## src/rtl/baud_cfg_ctrl.sv

```systemverilog
// Baud-rate configuration controller: free-running tick generator plus an FSM that
// waits for the link to go quiet, switches the rate, and then suppresses ticks briefly.
module baud_cfg_ctrl #(
    parameter int unsigned TIMEOUT_W  = 16,
    parameter int unsigned SETTLE_CYC = 4
) (
    input  logic       clk,
    input  logic       rst,
    input  logic       cfg_valid,
    input  logic [1:0] cfg_rate,
    output logic       cfg_ready,
    input  logic       tx_busy,
    input  logic       rx_busy,
    output logic [1:0] bd_rate,
    output logic       tx_tick,
    output logic       rx_tick,
    output logic       cfg_done,
    output logic       cfg_err
);

    // state      | meaning
    // IDLE       | ready for a request, ticks running
    // WAIT_QUIET | request pending, waiting for both directions to be idle
    // SETTLE     | new rate applied, ticks held off for SETTLE_CYC cycles
    typedef enum logic [1:0] {
        IDLE       = 2'd0,
        WAIT_QUIET = 2'd1,
        SETTLE     = 2'd2
    } state_t;

    localparam logic [TIMEOUT_W-1:0] WAIT_MAX    = '1;
    localparam logic [TIMEOUT_W-1:0] WAIT_ONE    = TIMEOUT_W'(1);
    localparam logic [3:0]           SETTLE_LOAD = 4'(SETTLE_CYC - 1);

    state_t               state_q, state_d;
    logic [9:0]           cnt_q, cnt_d;
    logic [1:0]           bd_rate_q, bd_rate_d;
    logic [1:0]           pending_q, pending_d;
    logic [TIMEOUT_W-1:0] wait_q, wait_d;
    logic [3:0]           settle_q, settle_d;
    logic                 done_q, done_d;
    logic                 err_q, err_d;
    logic                 run_q, run_d;

    always_comb begin
        state_d   = state_q;
        cnt_d     = cnt_q + 10'd1;
        bd_rate_d = bd_rate_q;
        pending_d = pending_q;
        wait_d    = wait_q;
        settle_d  = settle_q;
        done_d    = 1'b0;
        err_d     = 1'b0;
        run_d     = 1'b1;
        case (state_q)
            IDLE: begin
                if (cfg_valid) begin
                    pending_d = cfg_rate;
                    if (cfg_rate == bd_rate_q) begin
                        done_d = 1'b1;
                    end else begin
                        state_d = WAIT_QUIET;
                        wait_d  = '0;
                    end
                end
            end
            WAIT_QUIET: begin
                // Going quiet takes priority over a timeout landing in the same cycle.
                if (!tx_busy && !rx_busy) begin
                    bd_rate_d = pending_q;
                    cnt_d     = '0;
                    settle_d  = SETTLE_LOAD;
                    state_d   = SETTLE;
                end else if (wait_q == WAIT_MAX) begin
                    err_d   = 1'b1;
                    state_d = IDLE;
                end else begin
                    wait_d = wait_q + WAIT_ONE;
                end
            end
            SETTLE: begin
                if (settle_q == 4'd0) begin
                    done_d  = 1'b1;
                    state_d = IDLE;
                end else begin
                    settle_d = settle_q - 4'd1;
                end
            end
            default: state_d = IDLE;
        endcase
    end

    always_ff @(posedge clk or posedge rst) begin
        if (rst) begin
            state_q   <= IDLE;
            cnt_q     <= '0;
            bd_rate_q <= 2'b00;
            pending_q <= 2'b00;
            wait_q    <= '0;
            settle_q  <= '0;
            done_q    <= 1'b0;
            err_q     <= 1'b0;
            run_q     <= 1'b0;
        end else begin
            state_q   <= state_d;
            cnt_q     <= cnt_d;
            bd_rate_q <= bd_rate_d;
            pending_q <= pending_d;
            wait_q    <= wait_d;
            settle_q  <= settle_d;
            done_q    <= done_d;
            err_q     <= err_d;
            run_q     <= run_d;
        end
    end

    // run_q masks the cnt==0 cycle right after reset release only; later wraps tick normally.
    logic [9:0] tx_mask, rx_mask;
    logic       ticks_on;

    assign tx_mask  = (10'd1 << (4'd7 + 4'(bd_rate_q))) - 10'd1;
    assign rx_mask  = (10'd1 << (4'd3 + 4'(bd_rate_q))) - 10'd1;
    assign ticks_on = run_q && (state_q != SETTLE);

    assign tx_tick   = ticks_on && ((cnt_q & tx_mask) == 10'd0);
    assign rx_tick   = ticks_on && ((cnt_q & rx_mask) == 10'd0);
    assign cfg_ready = (state_q == IDLE);
    assign bd_rate   = bd_rate_q;
    assign cfg_done  = done_q;
    assign cfg_err   = err_q;

endmodule

```

## config.mk

```make
export PLATFORM = sky130hd
export DESIGN_NAME = baud_cfg_ctrl
export DESIGN_NICKNAME = d
export VERILOG_FILES = /design/src/rtl/baud_cfg_ctrl.sv
export SDC_FILE = /design/constraint.sdc
export NUM_CORES = 1
export LEC_CHECK = 0
export CORE_MARGIN = 8
export CORE_UTILIZATION = 58
export CTS_CLUSTER_SIZE = 20
export DETAILED_ROUTE_END_ITERATION = 6
export HOLD_SLACK_MARGIN = 0.03
export PLACE_DENSITY = 0.83
export RECOVER_POWER = 25
export SETUP_SLACK_MARGIN = 0.4
export SYNTH_ARGS = -nofsm -noshare
export SYNTH_HDL_FRONTEND = slang
export SYNTH_SLANG_ARGS = --single-unit
```

## constraint.sdc

```tcl
create_clock -name clk -period 2.1 [get_ports clk]
set_clock_uncertainty 0.1 [all_clocks]
set_input_delay 0.42 -clock clk [delete_from_list [all_inputs] [get_ports clk]]
set_output_delay 0.42 -clock clk [all_outputs]
set_load 0.01 [all_outputs]
```

Word-level counts from Yosys, hierarchy flattened
Cells that the tools add are included.
- logic and storage cells: 73
- output and inout bits: 7
- register bits: 39
- bitwise gates (word level): 2
- multiplexer cells: 23
- add/sub/neg operators: 7
- reductions and logical operators: 17
- shifts and indexed selects: 2
- eq/ne operators: 13
- operators by type and width (cell ; number):
    16-bit 2-to-1 mux ; 4
    16-bit case mux with 2 select lines ; 1
    10-bit bitwise AND ; 2
    10-bit logical NOT ; 2
    10-bit 2-to-1 mux ; 2
    10-bit by 1-bit subtractor with 10-bit output, second input constant ; 2
    16-bit by 1-bit adder with 16-bit output, second input constant ; 1
    16-bit == test, second input constant ; 1
    2-bit != test, second input constant ; 8
    10-bit by 1-bit adder with 10-bit output, second input constant ; 1
    2-bit 2-to-1 mux ; 5
    1-bit by 3-bit left shift with 10-bit output, first input constant ; 1
    1-bit by 4-bit left shift with 10-bit output, first input constant ; 1
    4-bit 2-to-1 mux ; 2
    4-bit case mux with 2 select lines ; 1
    1-bit 2-to-1 mux ; 6
    2-bit case mux with 3 select lines ; 1
    5-bit AND reduction ; 1
    3-bit by 2-bit adder with 4-bit output, first input constant ; 1
    1-bit logical AND ; 4
    4-bit logical NOT ; 1
    2-bit AND reduction ; 2
    4-bit AND reduction ; 1
    2-bit nonzero test ; 2
    10 further kinds ; 11

Logic depth before layout (Yosys ltp)
Gate-level depths: netlist of the first run.
- word-level depth: 6
- mapped depth: 7
- mapped depth without buffers: 7

Worst setup path before layout of the first run
OpenSTA, ideal clock, no wires.
- path type: flip-flop to flip-flop
- start point: register state_q[1]
- end point: register wait_q[11]
- setup slack: 0.327 ns
- cell stages (with the launch flop): 6
- arrival time: 1.607 ns
- path buffers: 0
- library setup time: 0.067 ns
- data required time: 1.933 ns
- period minus slack after synthesis: 1.773 ns
- cell sequence: dfrtp_1 -> and2b_2 -> o2111ai_4 -> a211o_1 -> or4_1 -> nand2_1
- word-level cells in the longest chain between the ends: 3
- RTL lines (item ; line ; text):
    start: declaration ; 35 ; state_t state_q, state_d;
    start signal: assignment ; 105 ; state_q <= state_d;
    2-bit by 1-bit == test with 1-bit output or 2-bit logical NOT (tied branches) ; 55 ; case (state_q)
    2-bit != test (no line) or 2-bit nonzero test (tied branches) ; -- ;
    5-bit AND reduction (no line) ; -- ;
    end signal: assignment ; 109 ; wait_q <= wait_d;
    end: declaration ; 39 ; logic [TIMEOUT_W-1:0] wait_q, wait_d;
Parallel ways exist; a longest one is shown, timed or not.
A chain may end at the register's enable or synchronous reset.

Final worst setup path of the first run
- start point: register cnt_q[0]
- end point: output port tx_tick
- word-level cells in the longest chain between the ends: 3
- RTL lines (item ; line ; text):
    start: declaration ; 36 ; logic [9:0] cnt_q, cnt_d;
    start signal: assignment ; 106 ; cnt_q <= cnt_d;
    10-bit bitwise AND ; 125 ; assign tx_tick = ticks_on && ((cnt_q & tx_mask) == 10'd0);
    10-bit logical NOT ; 125 ;
    1-bit logical AND ; 125 ;
    end: declaration ; 15 ; output logic tx_tick,
Every way passes these cells.

==> metrics, run 1 <==
delay of the slowest critical-path stage 410 ps; nets 284; pwr dens 966 mW/mm²; yosys warns 0; Die Height 75.2 µm; measured slew at the worst slew-check pin 960 ps; Mapped Cells 208; GPL Wtd Cong around 0.83; most common cell after layout, fill and taps aside dfrtp_1; Ports 14; CTS sink count 39; WHS Path Cells 1; Inserted Clock Buffers 5; Die X-Extent between 70 and 80 µm; initial core utilization 60.8%; Most Used Layer, Global Route met2; die area ~0.0056 mm²; max-slew violations 0; area added between synthesis and finish 40.0%; Setup CP Type reg -> out; Hold Path Class reg -> reg; VDD IR-drop max 867 µV; Req. time, crit path 1580 ps; crit path DAT 1620 ps; Core ar. 0.00334 mm²; Multi-input gate area 0.00124 mm²; Cell Chain, Critical Path inv_1, ha_1, nor4b_4, nand3_1, a211oi_2, buf_2; Placement Setup Slack -81.6 ps; RR Startpoint state_q[0]; Yosys cell types 39; first-pass GRT wire length 7710 µm; headroom to the max-slew limit 36.0%; IO buf count 13; hpwl dp 2990 µm; unrepaired setup endpoints after global routing yes; Hold Startpoint settle_q[0]; drt drc 0; overall power 2.74 mW; Hold EP settle_q[0]; sequential-to-total area share from yosys stat between 40% and 50%; layout cells sized above 1 36.2%; register bit total from synthesis 39; GRT Util Overall 17.7%; First-pass DRT Iterations 4; CTS Hold Bufs 0; Clock transition at path regs between 100 and 150 ps; FF-to-FF setup slack 210 ps; H-tree levels 2; worst skew pair latency approximately 360 ps; CTS root buffer clkbuf_4; Buf/Inv on CP 2; setup ws final -37.9 ps; CTS tree built; total wire length ~6000 µm; vias in the first global route between 1500 and 2000; initial antenna violation count 0; Iter 0 DRT Violations 221; placed cells 288; DRT antenna net count 0; mean area per synthesized cell a little under 10 µm²; Finished Layout Cells 317; pin count of the biggest net entering global routing 40; crit share post-route 102%; critical path capture point type output pin; CP startpoint kind flop; max-capacitance violation count 0; CP Depth 6; Fin. Hold Viols 0; most frequent cells in the layout dfrtp_1, buf_4, nor2_1; peak fanout along the critical path 2; crit-path leading delay family flip-flops; CP max-delay cell dfrtp_1; wire per inst 19.1 µm; # rows 21; Tmin final approximately 2100 ps; antenna cells 0; violated checks negative setup slack; path depth of the worst reg2reg path 6; worst reg2reg path endpoint wait_q[9]; grt ovf 0; Max Clock Freq 468 MHz; EDFF count, synth 0; register area 983 µm²; Syn Std Cell Area 0.00203 mm²; grt met3 use between 5 and 6%; GR Util met1 21.4%; status finished with violations; final setup fails 1; Synth async-reset ratio 100%; DR vias/cell between 6 and 7; grt met2 use 29.2%; maximum root-to-sink buffer count 2; Synth Flop Type dfrtp_1; Vias 1904; number of fill cells approximately 160; Leakage between 1 and 1.5 nW
[worst max path at each step]
stage               start         end  slack (ps)
3_5_place_dp     cnt_q[0]     tx_tick         -80
5_1_grt          cnt_q[0]     tx_tick        -110
4_1_cts          cnt_q[0]     tx_tick           7
6_report         cnt_q[0]     tx_tick         -40
3_3_place_gp     cnt_q[0]     tx_tick         -40
2_1_floorplan  state_q[1]  wait_q[11]         390
[through the flow]
step / TNS, ps / area, µm² / hold WS [ps] / utilization, %
floorplan: 0 / 2050 / 349 / -
global placement: -60.7 / 2380 / 381 / 71.4
detailed placement: -94.8 / 2380 / 394 / 71.4
CTS: 0 / 2540 / 367 / 76.0
global route: -129 / 2840 / 447 / 85.2
finish: -37.9 / 2840 / 413 / 85.2
[layer usage]
layer	part of all wire [%]	up-vias
met2	51	80
met4	3.2	0
li1	-	853
met5	0	-
met1	41	946
met3	4.9	25
[repair_timing]
item,in CTS,in global routing
setup buffers,8,13
pin swaps,7,18
setup endpoints to repair,22,21
gates resized for setup,30,46
[kinds of logic after synthesis]
kind of cell | after synthesis | share of synthesized area (%)
AOI/OAI and AO/OA | 37 | 12.1
xor gates and xnor gates | 16 | 6.91
adders and majority gates | 7 | 4.32
buffers and inverters | 15 | 2.77
DFF | 39 | 48.1
muxes | 4 | 2.22
other | 1 | 0.185
and+or+nand+nor | 89 | 23.4
[synth_stat cells, drive strengths merged (2+ instances only)]
cell	n	area share (%)
nand2b	3	1.3
nand4	6	2.2
nor3	6	1.5
nor2	25	4.6
xor2	8	3.5
inv	12	2.2
xnor2	8	3.5
nor2b	2	0.62
a211o	3	1.3
nand2	18	3.3
or3	5	1.5
nand3	10	2.5
o21ai	13	3.2
clkbuf	3	0.55
or4	2	0.74
nor4	3	1.7
dfrtp	39	48
nor4b	2	0.86
a211oi	2	0.74
a21oi	9	2.2
mux2	4	2.2
a21o	2	0.74
ha	7	4.3
nor3b	2	0.74
o211ai	4	1.5
[final cells by class]
type	instances	share of cell area [%]
clock inverter	3	0.705
inverter	12	1.67
clock buffer	5	1.32
tap	46	2.03
sequential	39	34.6
timing repair buffer	54	15.9
multi-input combinational	158	43.7
[registers in the layout, summed over array words and instances, names as in the netlist]
register / cells
cnt_q: 10
run_q: 1
cfg_done: 1
settle_q: 4
pending_q: 2
bd_rate: 2
cfg_err: 1
wait_q: 16
state_q: 2
[power by group]
part	total, mW	internal [mW]	switching (mW)
clock network	0.404	0.128	0.276
logic	1.24	0.592	0.645
registers	1.10	0.922	0.181
No activity file was read; power rests on OpenSTA's default activity.
==> run 2: changes to the inputs <==
Settings changed: GPL_ROUTABILITY_DRIVEN set to 1, PLACE_DENSITY 0.83 to 0.89.
==> run 2 against run 1 <==
  * The flow still finishes with violations (negative setup slack)
  * Clock power grew 17%
  * Die area stayed put
  * Cell area up 11%
  * Critical path depth unchanged
  * Largest power group unchanged
==> metrics, run 2 (synthesis results as in run 1) <==
status finished with violations; violated checks negative setup slack; die area between 0.005 and 0.006 mm²; Max Clock Freq between 400 and 500 MHz; Core ar. 0.00334 mm²; area added between synthesis and finish 55.7%; initial core utilization 60.8%; Clock transition at path regs 130 ps; drt drc 0; first-pass GRT wire length 9180 µm; FF-to-FF setup slack 0 ps; Hold EP bd_rate[1]; measured slew at the worst slew-check pin 970 ps; maximum root-to-sink buffer count 2; DR vias/cell 6.76; Inserted Clock Buffers 5; most common cell after layout, fill and taps aside dfrtp_1; layout cells sized above 1 48.6%; Hold Path Class reg -> reg; GRT Util Overall between 20% and 30%; RR Startpoint state_q[0]; crit share post-route 108%; crit path DAT 1740 ps; Setup TNS -183 ps; critical path capture point type output pin; Iter 0 DRT Violations approximately 310; overall power 3.51 mW; max-slew violations 0; CP startpoint kind flop; CTS sink count 39; Hold Startpoint pending_q[1]; WHS Path Cells 1; pin count of the biggest net entering global routing 40; Die X-Extent 75.2 µm; CTS tree built; H-tree levels 2; Leakage 1.36 nW; First-pass DRT Iterations 5; Setup CP Type reg -> out; CTS root buffer clkbuf_4; Tmin final 2260 ps; worst skew pair latency about 360 ps; Req. time, crit path 1580 ps; vias in the first global route 1909; Placement Setup Slack -103 ps; VDD IR-drop max 1010 µV; Die Height between 70 and 80 µm; setup ws final -160 ps; final core utilization 94.7%; final setup fails 2; initial antenna violation count 0; number of fill cells about 80; grt ovf 0; DRT antenna net count 0; antenna cells 0; Area after DPL 0.00237 mm²; GPL Wtd Cong 0.861; Vias 2218; total wire length 8350 µm; Top reg by flops wait_q; pwr dens 1110 mW/mm²; largest registers wait_q: 16 flops, cnt_q: 10 flops, settle_q: 4 flops; # rows 21; IO buf count 13; unrepaired setup endpoints after global routing yes; Ports 14; max-capacitance violation count 0; most frequent cells in the layout dfrtp_1, buf_4, buf_6; nets roughly 300; hpwl dp between 3000 and 4000 µm; post-route design area 0.00316 mm²; path depth of the worst reg2reg path 9; wire per inst ~25 µm; max reg flops 16; Fin. Hold Viols 0; headroom to the max-slew limit 35.4%; peak fanout along the critical path 2; worst reg2reg path endpoint wait_q[6]
run 2: changes by cell type in the layout (fill, tap and decap cells not counted), moves of 5 or more:
cell and delta:
nor2_1 -10, buf_6 +13, a21oi_1 -5, nor2_4 +6
run 2: per-layer routing:
metal	vias up	track usage, %	routed length (µm)
li1	872	-	-
met1	1048	26.2	2880
met4	0	11.3	582
met2	225	35.2	3990
met3	73	4.66	898
met5	-	0	0
run 2: power breakdown:
| part | switching [mW] | total, mW | internal [mW] |
|---|---|---|---|
| clock | 0.273 | 0.471 | 0.197 |
| combinational | 0.954 | 1.91 | 0.954 |
| sequential | 0.212 | 1.13 | 0.923 |
| total | 1.44 | 3.51 | 2.07 |
run 2: through the flow:
| step | cells | hold WS [ps] |
|---|---|---|
| 6_report | 328 | 432 |
| 5_1_grt | 328 | 435 |
| 4_1_cts | 311 | 369 |
| 3_5_place_dp | 286 | 388 |
| 3_3_place_gp | 286 | 377 |
| 2_1_floorplan | 212 | 349 |
run 2: area by class of cell:
cell class | count | area [µm²] | area share [%]
clock buffer | 8 | 68.8 | 2.18
tap | 46 | 57.6 | 1.82
sequential | 39 | 981 | 31.0
timing repair buffer | 65 | 607 | 19.2
inverter | 12 | 45.0 | 1.43
multi-input combinational | 158 | 1400 | 44.3
run 2: critical path, stage by stage, from the launching register on:
cell and delay [ps]:
dfrtp_1 450, inv_2 110, ha_4 130, nor4b_4 190
nand3_1 130, a211oi_2 210, buf_2 170
run 2: worst max path at each step:
| stage | slack, ps | endpoint | cells past startpoint | startpoint |
|---|---|---|---|---|
| after floorplan | 390 | wait_q[11] | 5 | state_q[1] |
| after global placement | -50 | rx_tick | 5 | cnt_q[1] |
| after detailed placement | -100 | rx_tick | 5 | cnt_q[1] |
| after CTS | -10 | tx_tick | 6 | cnt_q[0] |
| after global routing | -200 | tx_tick | 6 | cnt_q[0] |
| final | -160 | tx_tick | 6 | cnt_q[0] |
run 2: timing repair:
item | CTS | global route
resized for setup | 40 | 95
pin swaps | 13 | 25
hold buffers | 0 | 0
buffers inserted | 17 | 16
gates cloned | 0 | 1
setup endpoints to repair | 19 | 29
